==> config.mk <==
export PLATFORM = sky130hd
export DESIGN_NAME = audio_frame_scheduler
export DESIGN_NICKNAME = d
export VERILOG_FILES = /design/src/rtl/audio_pkg.sv /design/src/rtl/sample_decimator.sv /design/src/rtl/audio_frame_scheduler.sv
export SDC_FILE = /design/constraint.sdc
export NUM_CORES = 1
export LEC_CHECK = 0
export BUFFER_PORTS_ARGS = -buffer_cell sky130_fd_sc_hd__buf_2
export CAP_MARGIN = 20
export CORE_MARGIN = 2
export CORE_UTILIZATION = 30
export CTS_CLUSTER_DIAMETER = 40
export DETAILED_ROUTE_END_ITERATION = 16
export GPL_ROUTABILITY_DRIVEN = 0
export GPL_TIMING_DRIVEN = 0
export PLACE_DENSITY_LB_ADDON = 0.15
export REMOVE_ABC_BUFFERS = 1
export SLEW_MARGIN = 40
export SYNTH_ARGS = -nofsm -noshare
export SYNTH_HDL_FRONTEND = slang
export SYNTH_SLANG_ARGS = --single-unit
==> constraint.sdc <==
create_clock -name clk -period 3.3 [get_ports clk]
set_input_delay 0.495 -clock clk [delete_from_list [all_inputs] [get_ports clk]]
set_output_delay 0.495 -clock clk [all_outputs]
set_load 0.02 [all_outputs]
==> src/rtl/audio_pkg.sv <==
// Shared types and defaults for the audio capture path.
package audio_pkg;

  // Default codec sample width.
  localparam int SAMPLE_W_DEFAULT = 24;

  // Default frame length and matching buffer address width.
  localparam int FRAME_LEN_DEFAULT = 256;
  localparam int ADDR_W_DEFAULT    = $clog2(FRAME_LEN_DEFAULT);

  // Frame buffer address for the default frame length.
  typedef logic [ADDR_W_DEFAULT-1:0] frame_addr_t;

  // Capture scheduler states.
  typedef enum logic [1:0] {
    IDLE  = 2'd0,
    FILL  = 2'd1,
    STALL = 2'd2
  } sched_state_t;

endpackage

==> src/rtl/sample_decimator.sv <==
// Strobe counter that keeps one codec sample out of every DECIM strobes.
module sample_decimator #(
  parameter int DECIM = 1
) (
  input  logic clk,
  input  logic reset_n,
  input  logic i_clear,
  input  logic i_strobe,
  output logic o_accept
);

  localparam int CNT_W = (DECIM > 1) ? $clog2(DECIM) : 1;
  localparam logic [CNT_W-1:0] LAST_CNT = CNT_W'(DECIM - 1);

  logic [CNT_W-1:0] r_cnt;

  // Count strobes 0..DECIM-1, restarting at 0 while cleared.
  always_ff @(posedge clk or negedge reset_n) begin
    if (!reset_n) begin
      r_cnt <= '0;
    end else if (i_clear) begin
      r_cnt <= '0;
    end else if (i_strobe) begin
      r_cnt <= (r_cnt == LAST_CNT) ? '0 : r_cnt + 1'b1;
    end
  end

  assign o_accept = i_strobe && (r_cnt == '0);

endmodule

==> src/rtl/audio_frame_scheduler.sv <==
// Ping-pong frame buffer scheduler: decimates codec samples, fills banks,
// hands full banks to the FFT and tracks overruns and frame counts.
module audio_frame_scheduler
  import audio_pkg::*;
#(
  parameter int SAMPLE_W  = SAMPLE_W_DEFAULT,
  parameter int FRAME_LEN = FRAME_LEN_DEFAULT,
  parameter int DECIM     = 1,
  parameter int ADDR_W    = $clog2(FRAME_LEN)
) (
  input  logic                clk,
  input  logic                reset_n,
  input  logic                enable,
  input  logic                advance,
  input  logic [SAMPLE_W-1:0] sample_in,
  input  logic                clear_ovf,
  output logic                wr_en,
  output logic                wr_bank,
  output logic [ADDR_W-1:0]   wr_addr,
  output logic [SAMPLE_W-1:0] wr_data,
  output logic                fft_start,
  output logic                fft_bank,
  input  logic                fft_done,
  output logic                overrun,
  output logic [15:0]         drop_count,
  output logic [15:0]         frame_count
);

  localparam logic [ADDR_W-1:0] LAST_ADDR = ADDR_W'(FRAME_LEN - 1);

  // Registered state
  sched_state_t        r_state;
  logic [ADDR_W-1:0]   r_addr;
  logic                r_fill_bank;
  logic                r_fft_owned;
  logic                r_start_pend;
  logic                r_pend_bank;
  logic                r_wr_en;
  logic                r_wr_bank;
  logic [ADDR_W-1:0]   r_wr_addr;
  logic [SAMPLE_W-1:0] r_wr_data;
  logic                r_fft_start;
  logic                r_fft_bank;
  logic                r_overrun;
  logic [15:0]         r_drop_count;
  logic [15:0]         r_frame_count;

  // Next-state values and internal strobes
  sched_state_t        w_state_nx;
  logic [ADDR_W-1:0]   w_addr_nx;
  logic                w_fill_bank_nx;
  logic                w_fft_owned_nx;
  logic                w_start_pend_nx;
  logic                w_pend_bank_nx;
  logic                w_wr_en_nx;
  logic                w_wr_bank_nx;
  logic [ADDR_W-1:0]   w_wr_addr_nx;
  logic [SAMPLE_W-1:0] w_wr_data_nx;
  logic                w_fft_start_nx;
  logic                w_fft_bank_nx;
  logic                w_overrun_nx;
  logic [15:0]         w_drop_count_nx;
  logic [15:0]         w_frame_count_nx;
  logic                w_accept;
  logic                w_done_ok;
  logic                w_stall_start;
  logic                w_drop;
  logic                w_start_req;
  logic                w_start_bank;

  sample_decimator #(
    .DECIM (DECIM)
  ) u_decim (
    .clk      (clk),
    .reset_n  (reset_n),
    .i_clear  (r_state == IDLE),
    .i_strobe (advance),
    .o_accept (w_accept)
  );

  // A done pulse only counts while the FFT actually holds a bank.
  assign w_done_ok = fft_done && r_fft_owned;

  // Capture FSM: bank/address sequencing and the buffer write port.
  always_comb begin
    // NOTE: every signal gets a default before the case so no path infers a latch.
    w_state_nx      = r_state;
    w_addr_nx       = r_addr;
    w_fill_bank_nx  = r_fill_bank;
    w_start_pend_nx = 1'b0;
    w_pend_bank_nx  = r_pend_bank;
    w_wr_en_nx      = 1'b0;
    w_wr_bank_nx    = 1'b0;
    w_wr_addr_nx    = '0;
    w_wr_data_nx    = '0;
    w_stall_start   = 1'b0;
    w_drop          = 1'b0;
    unique case (r_state)
      IDLE: begin
        if (enable) begin
          w_state_nx     = FILL;
          w_addr_nx      = '0;
          w_fill_bank_nx = r_fft_owned ? ~r_fft_bank : 1'b0;
        end
      end
      FILL: begin
        if (!enable) begin
          w_state_nx = IDLE;
        end else if (w_accept) begin
          w_wr_en_nx   = 1'b1;
          w_wr_bank_nx = r_fill_bank;
          w_wr_addr_nx = r_addr;
          w_wr_data_nx = sample_in;
          if (r_addr == LAST_ADDR) begin
            if (!r_fft_owned || w_done_ok) begin
              // Start goes out one cycle after the final write appears.
              w_start_pend_nx = 1'b1;
              w_pend_bank_nx  = r_fill_bank;
              w_fill_bank_nx  = ~r_fill_bank;
              w_addr_nx       = '0;
            end else begin
              w_state_nx = STALL;
            end
          end else begin
            w_addr_nx = r_addr + 1'b1;
          end
        end
      end
      STALL: begin
        if (!enable) begin
          w_state_nx = IDLE;
        end else begin
          w_drop = w_accept;
          if (w_done_ok) begin
            w_stall_start  = 1'b1;
            w_fill_bank_nx = ~r_fill_bank;
            w_addr_nx      = '0;
            w_state_nx     = FILL;
          end
        end
      end
      default: w_state_nx = IDLE;
    endcase
  end

  // FFT handoff, bank ownership, overrun and frame/drop counters.
  always_comb begin
    w_start_req      = r_start_pend || w_stall_start;
    // In STALL the fill bank still names the full bank awaiting handoff.
    w_start_bank     = r_start_pend ? r_pend_bank : r_fill_bank;
    w_fft_start_nx   = w_start_req;
    w_fft_bank_nx    = w_start_req ? w_start_bank : r_fft_bank;
    w_frame_count_nx = w_start_req ? r_frame_count + 16'd1 : r_frame_count;
    // A new start outranks a done in the same cycle.
    w_fft_owned_nx   = w_start_req ? 1'b1 : (w_done_ok ? 1'b0 : r_fft_owned);
    w_overrun_nx     = w_drop ? 1'b1 : (clear_ovf ? 1'b0 : r_overrun);
    w_drop_count_nx  = (w_drop && (r_drop_count != 16'hFFFF)) ? r_drop_count + 16'd1
                                                              : r_drop_count;
  end

  // State register.
  always_ff @(posedge clk or negedge reset_n) begin
    if (!reset_n) begin
      r_state       <= IDLE;
      r_addr        <= '0;
      r_fill_bank   <= 1'b0;
      r_fft_owned   <= 1'b0;
      r_start_pend  <= 1'b0;
      r_pend_bank   <= 1'b0;
      r_wr_en       <= 1'b0;
      r_wr_bank     <= 1'b0;
      r_wr_addr     <= '0;
      r_wr_data     <= '0;
      r_fft_start   <= 1'b0;
      r_fft_bank    <= 1'b0;
      r_overrun     <= 1'b0;
      r_drop_count  <= '0;
      r_frame_count <= '0;
    end else begin
      // NOTE: non-blocking so every register updates from the same pre-edge values.
      r_state       <= w_state_nx;
      r_addr        <= w_addr_nx;
      r_fill_bank   <= w_fill_bank_nx;
      r_fft_owned   <= w_fft_owned_nx;
      r_start_pend  <= w_start_pend_nx;
      r_pend_bank   <= w_pend_bank_nx;
      r_wr_en       <= w_wr_en_nx;
      r_wr_bank     <= w_wr_bank_nx;
      r_wr_addr     <= w_wr_addr_nx;
      r_wr_data     <= w_wr_data_nx;
      r_fft_start   <= w_fft_start_nx;
      r_fft_bank    <= w_fft_bank_nx;
      r_overrun     <= w_overrun_nx;
      r_drop_count  <= w_drop_count_nx;
      r_frame_count <= w_frame_count_nx;
    end
  end

  assign wr_en       = r_wr_en;
  assign wr_bank     = r_wr_bank;
  assign wr_addr     = r_wr_addr;
  assign wr_data     = r_wr_data;
  assign fft_start   = r_fft_start;
  assign fft_bank    = r_fft_bank;
  assign overrun     = r_overrun;
  assign drop_count  = r_drop_count;
  assign frame_count = r_frame_count;

endmodule
==> impl_metrics.toml <==
[status]
outcome = "complete, no violations"

[clock_tree]
cts-buffers-inserted = 9
clk_pin_slew_ns = 0.06
h-tree-depth = 3
cts_setup_buffers = 0
cts-resized-gates = 0
clock_sinks = 83
ctsLongestPathBuffers = 2
cts_tree = "built"
cts_root_buffer = "clkbuf_16"
clk_latency_ns = 0.34
ctsHoldBuffers = 0

[yosys]
syn_area_mm2 = 0.00361
syn-mean-instance-area_um2 = 11.8
ys_warn_count = 0
ys_seq_elements = 83
syn_inst = 307
synthArstFlopShare_pct = 100
synthFlopType = "dfrtp_1"
ys_seq_area_share_pct = 57.5
yosysUniqueCellTypes = 50
synth_edf_count = 0

[sta]
slew_headroom_pct = 61.4
max_freq_ghz = 0.391
tightest_slew_ns = 0.577
maxSlewViolCount = 0
rsz0062_at_grt = "false"
fin_skew_ns = 0.00590
hold_viol_final = 0
period_needed_ns = 2.56
setup_tns_ns = 0
post-route-period-util_pct = 77.6
setup_viol = 0

[final_layout]
layout_common_cells = "buf_2 (97), dfrtp_1 (83), and2_1 (27), nand2_1 (22), xor2_1 (16)"
layout_commonest_cell = "buf_2"
nets = 447
antennaDiodeCount = 0
finalInstanceArea_mm2 = 0.00459
fin_cells = 562
syn_to_final_growth_pct = 27.0
drive_above_1_share_pct = 31.8

[power]
power_density_mw_per_mm2 = 589
p_leak_nw = 2.37
vdd.ir_drop.worst_mv = 0.251

[routing]
topRoutingLayerUsed = "met4"
wl_per_cell_um = 14.1
routed_via_density = 4.68
drt-initial-drc-count = 121
finalWirelength_um = 7950
wl_met3_um = 459
dr.pass1.iters = 4
vias = 2632
wl_met2_um = 3680
wl_met1_um = 3630
drc = 0
ant_nets = 0

[critical_path]
cp_max_fo = 29
cp_data_required_time_ns = 3.53
critPathCaptureType = "register"
critPathArrivalTime_ns = 2.79
critPathLaunchType = "register"
rr_endpoint = "r_pend_bank"
r2r_slack_ns = 0.74
timing.rr.start = "r_state[1]"
path_class = "register to register"
reg2regPathDepth = 6

[floorplan]
dieWidth_um = 114
start_util_pct = 30.5
rows = 40
die_h_um = 114
core_mm2 = 0.0119
die_area_mm2 = 0.0129
ios = 99

[placed_design]
numPlacedInstances = 546
portBuffers = 98
dp_hpwl_um = 5520
place_area_mm2 = 0.00429

[global_routing]
grt_pass1_vias = 2649
antenna_found_initial = 0
grt_usage_pct = 13.1
grt_pass1_wl_um = 13200
grt_max_degree = 53
overflow = 0

[min_path]
hold_class = "input pin to async pin"

[run]
drv_cap = 0
==> registers in the layout, indices dropped and copies added (netlist names) <==
| signal | cells |
|---|---|
| drop_count | 16 |
| r_state | 2 |
| wr_bank | 1 |
| wr_en | 1 |
| r_fill_bank | 1 |
| fft_bank | 1 |
| wr_addr | 8 |
| r_addr | 8 |
| overrun | 1 |
| fft_start | 1 |
| r_pend_bank | 1 |
| r_fft_owned | 1 |
| frame_count | 16 |
| r_start_pend | 1 |
| wr_data | 24 |
==> Yosys cell counts, drive strengths merged (4+ instances only) <==
cell / n / area [um2]
and4: 5 / 43.8
mux2: 4 / 45.0
clkbuf: 5 / 18.8
xor2: 16 / 140
nor2: 12 / 45.0
o21ai: 9 / 45.0
nor4: 4 / 46.3
dfrtp: 83 / 2080
and2: 27 / 169
ha: 7 / 87.6
nor3b: 4 / 35.0
nand3: 14 / 80.1
nand4: 9 / 56.3
nor3: 13 / 70.1
nand2: 22 / 82.6
a21oi: 5 / 28.8
xnor2: 14 / 123
inv: 14 / 52.6
==> critical path, stage by stage, from the launching register on <==
cell	delay [ns]
dfrtp_1	0.41
inv_1	0.09
ha_1	0.34
nand2_1	0.42
nor2_4	0.54
and3_1	0.30
mux2_2	0.34
==> kinds of logic after synthesis <==
group,synth area share [%]
AOI/OAI and AO/OA,7.03
muxes,2.08
xor gates and xnor gates,7.27
adders and majority gates,2.42
and+or+nand+nor,21.3
buffers and inverters,2.42
DFF,57.5
==> how the worst max path moves through the flow <==
stage | startpoint | depth (start not counted) | endpoint
final | r_state[1] | 6 | r_pend_bank
after global routing | r_state[1] | 6 | r_pend_bank
after CTS | r_state[1] | 6 | r_pend_bank
after detailed placement | r_state[1] | 6 | r_pend_bank
after global placement | r_state[1] | 6 | r_pend_bank
after floorplan | r_state[1] | 6 | r_pend_bank
==> final cells by class <==
class | instances | area (um2)
multi-input cells | 203 | 1460
clock buffers | 11 | 243
inverters | 14 | 52.6
fillers | 1191 | 7270
clock inverters | 5 | 52.6
repair buffers | 99 | 524
flip-flops and latches | 83 | 2080
well taps | 147 | 184
==> routing by layer <==
metal,global-route usage (%),vias up
met3,4.94,13
met2,20.0,57
li1,-,1280
met5,0,-
met4,5.45,0
met1,16.8,1282
==> power breakdown <==
| part | internal, mW | total (mW) | switching [mW] |
|---|---|---|---|
| registers | 1.09 | 1.15 | 0.0605 |
| clock network | 0.603 | 1.00 | 0.401 |
| logic | 0.214 | 0.547 | 0.333 |
| total | 1.91 | 2.70 | 0.795 |
==> per-stage QoR <==
| step | setup WS (ns) | hold WS (ns) | total power [mW] | utilization, % |
|---|---|---|---|---|
| after CTS | 0.709 | 0.0327 | 2.76 | 38.7 |
| final | 0.740 | 0.0357 | 2.70 | 38.7 |
| after detailed placement | 0.710 | 0.414 | 1.73 | 36.2 |
| after floorplan | 0.956 | 0.199 | 1.53 | - |
| after global routing | 0.546 | 0.0494 | 2.86 | 38.7 |
| after global placement | -0.0132 | 0.460 | 1.71 | 35.8 |
Power figures use the tool's default switching activity.
